<file path="src/rtl/lsu_pkg.sv">
// Shared definitions for the load/store unit: op codes, fault codes and the
// FSM state encoding, plus a small helper used by the top level.
package lsu_pkg;

  // Op codes presented on op_in.
  localparam logic [2:0] OP_LB  = 3'd0;
  localparam logic [2:0] OP_LH  = 3'd1;
  localparam logic [2:0] OP_LW  = 3'd2;
  localparam logic [2:0] OP_LBU = 3'd3;
  localparam logic [2:0] OP_LHU = 3'd4;
  localparam logic [2:0] OP_SB  = 3'd5;
  localparam logic [2:0] OP_SH  = 3'd6;
  localparam logic [2:0] OP_SW  = 3'd7;

  // Fault codes reported on fault_out alongside resp_valid.
  localparam logic [1:0] FAULT_OK       = 2'b00;
  localparam logic [1:0] FAULT_MISALIGN = 2'b01;
  localparam logic [1:0] FAULT_RANGE    = 2'b10;

  // FSM state encoding.
  localparam logic [1:0] ST_IDLE     = 2'd0;
  localparam logic [1:0] ST_ACCESS   = 2'd1;
  localparam logic [1:0] ST_MERGE_WR = 2'd2;
  localparam logic [1:0] ST_RESP     = 2'd3;

  // Stores occupy the top three op codes.
  function automatic logic is_store(input logic [2:0] op);
    return (op == OP_SB) || (op == OP_SH) || (op == OP_SW);
  endfunction

endpackage

</file>
<file path="src/rtl/lsu_lane_logic.sv">
// Combinational byte-lane logic for the load/store unit.
//   op        : op code (lsu_pkg OP_*)
//   byte_off  : byte address bits [1:0]
//   word      : word read from DataMemory
//   wdata     : store data (SB uses [7:0], SH uses [15:0])
//   load_data : extracted and sign/zero-extended load result (0 for stores)
//   merged    : old word with the store lane replaced (word itself for SW/loads)
module lsu_lane_logic
  import lsu_pkg::*;
(
  input  logic [2:0]  op,
  input  logic [1:0]  byte_off,
  input  logic [31:0] word,
  input  logic [31:0] wdata,
  output logic [31:0] load_data,
  output logic [31:0] merged
);

  logic [4:0]  bit_off;
  logic [7:0]  byte_sel;
  logic [15:0] half_sel;

  // Little-endian lanes: byte offset 0 is bits [7:0].
  assign bit_off  = {byte_off, 3'b000};
  assign byte_sel = word[bit_off +: 8];
  assign half_sel = byte_off[1] ? word[31:16] : word[15:0];

  always_comb begin
    // NOTE: every output gets a default before the case so no path leaves it
    // unassigned, which would otherwise infer a latch.
    load_data = '0;
    merged    = word;
    case (op)
      OP_LB:  load_data = {{24{byte_sel[7]}}, byte_sel};
      OP_LH:  load_data = {{16{half_sel[15]}}, half_sel};
      OP_LW:  load_data = word;
      OP_LBU: load_data = {24'h0, byte_sel};
      OP_LHU: load_data = {16'h0, half_sel};
      OP_SB:  merged[bit_off +: 8] = wdata[7:0];
      OP_SH: begin
        if (byte_off[1]) merged[31:16] = wdata[15:0];
        else             merged[15:0]  = wdata[15:0];
      end
      default: ;
    endcase
  end

endmodule

</file>
<file path="src/rtl/load_store_unit.sv">
// Memory-stage access controller between the MEM-stage request and a
// word-addressed DataMemory (combinational read, clocked write).
//   clk, reset_n            : clock, asynchronous active-low reset
//   req_valid_in/ready_out  : request handshake; op_in, addr_in, wdata_in
//   resp_valid_out          : one-cycle completion pulse with rdata_out, fault_out
//   mem_addr_out            : word index to DataMemory
//   mem_wdata_out/write_out : write data and enable to DataMemory
//   mem_rdata_in            : DataMemory read data
// Sub-word stores are done as read (ACCESS) then write (MERGE_WR).
module load_store_unit
  import lsu_pkg::*;
#(
  parameter int MEM_WORDS = 256,
  parameter int OP_W      = 3
) (
  input  logic            clk,
  input  logic            reset_n,
  input  logic            req_valid_in,
  output logic            req_ready_out,
  input  logic [OP_W-1:0] op_in,
  input  logic [31:0]     addr_in,
  input  logic [31:0]     wdata_in,
  output logic            resp_valid_out,
  output logic [31:0]     rdata_out,
  output logic [1:0]      fault_out,
  output logic [31:0]     mem_addr_out,
  output logic [31:0]     mem_wdata_out,
  output logic            mem_write_out,
  input  logic [31:0]     mem_rdata_in
);

  logic [1:0]      state;
  logic [OP_W-1:0] op_q;
  logic [31:0]     addr_q;
  logic [31:0]     wdata_q;
  logic [31:0]     rdata_q;
  logic [31:0]     merge_q;
  logic [1:0]      fault_q;

  logic            misaligned;
  logic            out_of_range;
  logic            sub_store;
  logic            in_access;
  logic            in_merge;
  logic [31:0]     load_data;
  logic [31:0]     merged;

  // Faults are judged on the incoming request at capture time.
  assign misaligned =
      (((op_in == OP_LH) || (op_in == OP_LHU) || (op_in == OP_SH)) && addr_in[0]) ||
      (((op_in == OP_LW) || (op_in == OP_SW)) && (addr_in[1:0] != 2'b00));
  assign out_of_range = {2'b00, addr_in[31:2]} >= 32'(MEM_WORDS);

  assign sub_store = (op_q == OP_SB) || (op_q == OP_SH);
  assign in_access = (state == ST_ACCESS);
  assign in_merge  = (state == ST_MERGE_WR);

  lsu_lane_logic u_lane (
    .op        (op_q),
    .byte_off  (addr_q[1:0]),
    .word      (mem_rdata_in),
    .wdata     (wdata_q),
    .load_data (load_data),
    .merged    (merged)
  );

  always_ff @(posedge clk or negedge reset_n) begin
    // NOTE: state registers use non-blocking assignments so every flop samples
    // pre-edge values regardless of statement order.
    if (!reset_n) begin
      state   <= ST_IDLE;
      op_q    <= '0;
      addr_q  <= '0;
      wdata_q <= '0;
      rdata_q <= '0;
      merge_q <= '0;
      fault_q <= FAULT_OK;
    end else begin
      case (state)
        ST_IDLE: begin
          if (req_valid_in) begin
            op_q    <= op_in;
            addr_q  <= addr_in;
            wdata_q <= wdata_in;
            rdata_q <= '0;
            merge_q <= '0;
            if (misaligned) begin
              fault_q <= FAULT_MISALIGN;
              state   <= ST_RESP;
            end else if (out_of_range) begin
              fault_q <= FAULT_RANGE;
              state   <= ST_RESP;
            end else begin
              fault_q <= FAULT_OK;
              state   <= ST_ACCESS;
            end
          end
        end
        ST_ACCESS: begin
          if (sub_store) begin
            merge_q <= merged;
            state   <= ST_MERGE_WR;
          end else begin
            if (!is_store(op_q)) rdata_q <= load_data;
            state <= ST_RESP;
          end
        end
        ST_MERGE_WR: state <= ST_RESP;
        default:     state <= ST_IDLE;
      endcase
    end
  end

  assign req_ready_out  = (state == ST_IDLE);
  assign resp_valid_out = (state == ST_RESP);
  assign rdata_out      = resp_valid_out ? rdata_q : '0;
  assign fault_out      = resp_valid_out ? fault_q : FAULT_OK;

  // Memory-side signals are only live while a word is being accessed.
  assign mem_addr_out  = (in_access || in_merge) ? {2'b00, addr_q[31:2]} : '0;
  assign mem_write_out = (in_access && (op_q == OP_SW)) || in_merge;
  assign mem_wdata_out = in_merge                      ? merge_q :
                         (in_access && op_q == OP_SW)  ? wdata_q : '0;

endmodule

</file>
<file path="config.mk">
export PLATFORM = sky130hd
export DESIGN_NAME = load_store_unit
export DESIGN_NICKNAME = d
export VERILOG_FILES = /design/src/rtl/lsu_pkg.sv /design/src/rtl/lsu_lane_logic.sv /design/src/rtl/load_store_unit.sv
export SDC_FILE = /design/constraint.sdc
export NUM_CORES = 1
export LEC_CHECK = 0
export CORE_MARGIN = 3
export CORE_UTILIZATION = 53
export DETAILED_ROUTE_END_ITERATION = 16
export PLACE_DENSITY = 0.95
export SLEW_MARGIN = 20
export SYNTH_ARGS = -nofsm -noshare
export SYNTH_HDL_FRONTEND = slang
export SYNTH_SLANG_ARGS = --single-unit
export TNS_END_PERCENT = 20
</file>
<file path="constraint.sdc">
create_clock -name clk -period 3.8 [get_ports clk]
set_clock_uncertainty 0.1 [all_clocks]
set_input_delay 0.76 -clock clk [delete_from_list [all_inputs] [get_ports clk]]
set_output_delay 0.76 -clock clk [all_outputs]
set_load 0.005 [all_outputs]
</file>
==> qor.yml, run 1 <==
result_of_the_run: "finished clean"
placement_rows: 43
fillCellCount: 912
grt_pass1_wl_um: 36300
crit_path_top_delay_cell: "clkdlybuf4s50_1"
design.portCount: 203
timing.critical_path.cells: "inv_1 > ha_1 > a41oi_2 > buf_4 > nor2_1 > clkdlybuf4s50_1"
synth_area_leaders: "dfrtp_1 (44%), mux2_2 (12%), and2_1 (5.3%), mux2i_1 (4.9%), a221o_1 (3.2%)"
post_cts_resize_count: 0
post_synth_inst_count: 679
start_kind: "register"
hold_slack_ps: 291
synth_edf_count: 0
postRouteAntennaNets: 0
port_buffers: 200
synth-seq-area-share_pct: 44.4
r2r_cells: 7
min_period_over_period_pct: 92.8
dpl_cells: 1021
data_required_critical_path_ps: 2940
final_layout_size_suffix_gt1_share_pct: 19.1
detail_route.drc_violations: 0
clock-sinks: 135
critPathMaxStageDelay_ps: 540
arrival_ps: 2670
post-layout-total-power_mw: 8.38
initial_core_util_pct: 54.6
insertion_delay_ps: 420
worst-slew-pin-transition_ps: 977
timing.critical_path.depth: 6
async_flop_share_pct: 100
timing.rr.start: "state[0]"
postCtsSetupRepairBufs: 0
wirelength_um: 23000
mean_routed_wirelength_per_cell_um: 21.9
final_area_um2: 10300
core_area_um2: 13900
cts.reportedPaths.clkPinSlew_ps: 60
multiInputGateArea_um2: 3930
report.final.slew_viol_count: 0
drv.max_cap_violation_count: 0
largest_net_degree_at_the_start_of_global_routing: 89
placement.cell_area_um2: 9730
setup_slack_at_placement_ps: 709
synth_top_area_share_pct: 44.4
globalRoute.totalOverflow: 0
worst_path_dominant_cell_family: "buffers and inverters"
worst-setup-path-type: "reg -> out"
pwr_dens_nw_per_um2: 811
synth_area_um2: 7610
syn_area_per_cell_um2: 11.2
vdd_drop_max_uv: 532
achievable-frequency_ghz: 0.284
mostFrequentLayoutCell: "clkdlybuf4s50_1"
synth_top_cell_by_area: "dfrtp_1"
detailedPlacementHpwl_um: 15900
crit_path_max_fanout: 33
setup_viol_count_final: 0
timing.final.hold_violations: 0
fp.dieArea_um2: 15800
grt_antenna_before_repair: 0
critPathCaptureType: "output port"
count_of_vias_placed_by_the_detailed_router: 6653
nets: 971
areaGrowthSynthToFinish_pct: 35.9
die_h_um: 126
antenna_cells_inserted: 0
drt_iter0_drc: 936
regToRegEndpoint: "rdata_q[29]"
setup-tns-final_ps: 0
stdcell_count: 1053
globalplace.congestion: 0.915
fin_crit_ps: 3530
drt-pass1-iter-count: 7
cts.hold.buffers_added: 0
synth_cell_types: 64
fin_ws_ps: 274
reg2reg_slack_ps: 1180
synth.ff_latch_count: 135
critical_path.n_buffers_inverters: 3
root_driver: "clkbuf_16"
cts_tree: "yes"
storage_element_area_um2: 3380
cts_max_level: 4
cts-buffers-inserted: 17
leakagePower_nw: 4.46
layout.cells.most_common_list: "clkdlybuf4s50_1 (199), dfrtp_1 (135), mux2_2 (82)"
die_w_um: 126
min-delay-path-class: "in -> async"
max-clock-path-buffers: 2
yosysWarningCount: 0
vias_per_cell: 6.32
track_usage_pct: 28.8
synth_top_flop_cell: "dfrtp_1"
unrepaired_setup_endpoints_after_global_routing: "false"
final_core_util_pct: 74.2
headroom_to_the_max_slew_limit_pct: 34.7
first_global_vias: 6764
## cells by family (layout without fill, tap and decap cells)
kind of cell             Yosys count  after routing  share of synthesized area (%)
AO/OA/AOI/OAI                    158            158                           16.9
XOR/XNOR                           4              4                          0.559
adder cells (fa/ha/maj)            9              9                           1.48
buffers and inverters             65            258                           4.33
flip-flops                       135            135                           44.4
multiplexers                     121            121                           17.5
other                              1              2                         0.0493
AND/OR/NAND/NOR                  186            186                           14.8
## metal layers
layer,wire [µm],global-route usage [%],vias to the layer above
li1,-,-,2893
met1,8380,35.9,3198
met2,10800,46.7,468
met3,2610,7.76,94
met4,1190,14.1,0
met5,0,0,-
## worst reg2reg max path: stages, from the launching register on
cell and delay [ps]:
dfrtp_1 380, inv_1 90, ha_1 330, nand2b_1 400, nand3_4 280, nor2b_1 530, buf_4 280, a221o_1 170
## report_power, final
group	total (mW)	switching, mW	internal (mW)	leakage (nW)
logic	4.22	2.03	2.19	2.44
clock network	1.69	0.625	1.06	0.296
registers	2.47	0.467	2.00	1.72
## how the worst max path moves through the flow
stage | from | end | slack [ps]
after CTS | state[1] | mem_wdata_out[0] | 280
after detailed placement | req_valid_in | rdata_q[24] | 710
after floorplan | state[0] | mem_wdata_out[10] | 1340
final | state[1] | mem_wdata_out[0] | 270
after global placement | req_valid_in | rdata_q[21] | 780
after global routing | state[1] | mem_wdata_out[0] | 100
## area by class of cell
type | instances | share of cell area, %
tap | 180 | 2.18
timing repair buffer | 218 | 20.9
multi-input combinational | 480 | 38.0
clock inverter | 12 | 1.46
clock buffer | 20 | 4.42
inverter | 8 | 0.290
sequential | 135 | 32.7
## synth_stat cells, drive strengths merged, types with 2 or more instances
cell type	n
dfrtp	135
mux2	83
and2	64
nor2	43
buf	39
mux2i	37
a221o	31
a21oi	26
nor2b	21
a21o	18
clkbuf	18
o22ai	16
a22oi	15
nand2	10
a211o	9
ha	9
o2bb2ai	9
a222oi	8
and3	8
inv	8
a32oi	7
nor4	7
or3b	6
nand2b	5
nand3	4
nand4	4
nor4bb	4
o211ai	4
or3	3
a2111oi	2
a31oi	2
nor3	2
o21a	2
o21ai	2
xnor2	2
xor2	2
## state kept, by name, indices dropped and copies added, names as in the netlist
signal   count
fault_q      2
op_q         3
rdata_q     32
merge_q     32
addr_q      32
wdata_q     32
state        2
Power figures use the tool's default switching activity.
==> inputs of run 2 (changes only) <==
ABC_AREA = 1   (was default)
CORE_UTILIZATION = 54   (was 53)
SETUP_SLACK_MARGIN = 0.3   (was default)
==> run 2 against run 1 <==
Effect of this change:
- clock-buffer cell count fell by 2
- global-route usage rose by 2.3 points
- critical path type unchanged
- routed wire length rose by 11%
- sequential power fell by 4%
- flip-flop and latch count did not move
- combinational power fell by 14%
- synthesized cell count rose by 62%
- highest routed layer is now met5
- fmax rose by 4.1%
==> qor.yml, run 2 <==
cts.reportedPaths.clkPinSlew_ps: 60
top_signal_layer_used: "met5"
start_kind: "register"
data_required_critical_path_ps: 2940
synth_top_cell_by_area: "dfrtp_1"
achievable-frequency_ghz: 0.295
setup_viol_count_final: 0
yosysWarningCount: 0
clock-sinks: 135
detailedPlacementHpwl_um: 18200
route.met2.wl_um: 12300
globalRoute.totalOverflow: 0
drv.max_cap_violation_count: 0
yosysMostFrequentCell: "nand2_1"
largest_net_degree_at_the_start_of_global_routing: 71
synth_top_area_share_pct: 42.0
track_usage_pct: 31.2
postRouteAntennaNets: 0
globalplace.congestion: 0.952
grt_antenna_before_repair: 1
nets: 1388
fillCellCount: 1018
setup-tns-final_ps: 0
synth_cell_types: 34
port_buffers: 200
arrival_ps: 2530
leakagePower_nw: 5.44
detail_route.drc_violations: 0
post_synth_inst_count: 1101
die_w_um: 128
drt-pass1-iter-count: 6
count_of_vias_placed_by_the_detailed_router: 8270
critPathCaptureType: "output port"
wl_met1_um: 9910
result_of_the_run: "finished clean"
core_area_um2: 14200
crit_path_max_fanout: 24
mean_routed_wirelength_per_cell_um: 17.3
initial_core_util_pct: 56.6
synth_area_leaders: "dfrtp_1 (42%), nand2_1 (16%), inv_1 (7.8%), o21ai_0 (7.5%), mux2_2 (5.3%)"
dpl_cells: 1438
route.met3.wl_um: 2430
worst-slew-pin-transition_ps: 1030
synth_area_um2: 8040
hold_slack_ps: 218
async_flop_share_pct: 100
die_h_um: 128
pwr_dens_nw_per_um2: 721
synth.ff_latch_count: 135
vdd_drop_max_uv: 736
cts-buffers-inserted: 17
drt_iter0_drc: 758
postCtsSetupRepairBufs: 0
synth_top_flop_cell: "dfrtp_1"
design.portCount: 203
headroom_to_the_max_slew_limit_pct: 31.3
vias_per_cell: 5.63
layout.cells.most_common_list: "nand2_1 (341), clkdlybuf4s50_1 (199), inv_1 (167)"
first_global_vias: 8015
synth_edf_count: 0
final_layout_size_suffix_gt1_share_pct: 9.84
post-layout-total-power_mw: 7.77
antenna_cells_inserted: 0
cts_max_level: 4
syn_area_per_cell_um2: 7.31
min_period_over_period_pct: 89.2
root_driver: "clkbuf_16"
mostFrequentLayoutCell: "nand2_1"
unrepaired_setup_endpoints_after_global_routing: "false"
timing.final.hold_violations: 0
min-delay-path-class: "in -> async"
wirelength_um: 25400
max-clock-path-buffers: 2
insertion_delay_ps: 430
fin_crit_ps: 3390
stdcell_count: 1470
cts_tree: "yes"
synth-seq-area-share_pct: 42.0
areaGrowthSynthToFinish_pct: 34.0
report.final.slew_viol_count: 0
fp.dieArea_um2: 16400
grt_pass1_wl_um: 40500
placement_rows: 43
synthTopCellsByCount: "nand2_1 (342), inv_1 (167), dfrtp_1 (135)"
worst-setup-path-type: "reg -> out"
-- run 2: cell count changes after synthesis, sizes merged, moves of 14 or more --
cell,previous run,this run
o22ai,16,0
and2,64,0
mux2i,37,0
a21o,18,0
clkbuf,18,32
nand4,4,31
nor2b,21,0
nor2,43,68
a221o,31,0
inv,8,173
mux2,83,38
nand2,10,345
o211ai,4,28
o21ai,2,147
-- run 2: logic make-up (layout without fill, tap and decap cells) --
family | count (synthesis) | after routing | share of synthesized area (%)
AND/OR/NAND/NOR | 466 | 466 | 23.7
buffers and inverters | 235 | 423 | 11.7
AO/OA/AOI/OAI | 217 | 217 | 15.9
flip-flops | 135 | 135 | 42.0
multiplexers | 38 | 38 | 5.32
adder cells (fa/ha/maj) | 9 | 9 | 1.40
other | 1 | 2 | 0.0466
-- run 2: worst max-delay path, stage by stage, from the launching register on --
cell and delay (ps):
dfrtp_1 420, inv_1 100, ha_1 380, buf_4 360
nand4_1 130, o21ai_0 130, clkdlybuf4s50_1 570
-- run 2: what timing repair did --
| action | 4_1_cts | 5_1_grt |
|---|---|---|
| gates resized for setup | 0 | 1 |
| hold buffers | 0 | 0 |
| setup endpoints to repair | 0 | 17 |
-- run 2: area by class of cell --
class / instances / area [µm²] / share of cell area, %
flip-flops and latches: 135 / 3380 / 31.4
clock buffers: 18 / 439 / 4.08
well taps: 180 / 225 / 2.09
repair buffers: 216 / 2140 / 19.9
multi-input cells: 732 / 3740 / 34.7
clock inverters: 14 / 198 / 1.83
inverters: 175 / 657 / 6.10
-- run 2: routing by layer --
layer / vias to the layer above / GRT usage, %
met5: - / 0
met2: 472 / 51.6
met4: 2 / 11.4
met1: 3869 / 38.5
met3: 74 / 9.58
li1: 3853 / -
-- run 2: worst paths after layout --
path | from | end | slack (ps) | cells after the start
min | reset_n | rdata_q[30] | 220 | 1
min reg2reg | rdata_q[2] | rdata_q[2] | 380 | 2
min in group clk | rdata_q[2] | rdata_q[2] | 380 | 2
max reg2reg | addr_q[0] | merge_q[4] | 760 | 9
max | state[1] | mem_wdata_out[26] | 410 | 6
max in group asynchronous | reset_n | wdata_q[30] | 2590 | 2
-- run 2: report_power, final --
group / switching, mW / internal (mW)
clock network: 0.661 / 1.12
logic: 2.16 / 1.46
registers: 0.439 / 1.93
total: 3.26 / 4.51
-- run 2: stage by stage --
stage	setup WS [ps]	utilization (%)	area, µm²
floorplan	1460	-	8050
finish	412	75.9	10800
CTS	339	75.8	10800
global placement	984	71.4	10100
detailed placement	810	71.4	10100
global route	309	75.9	10800
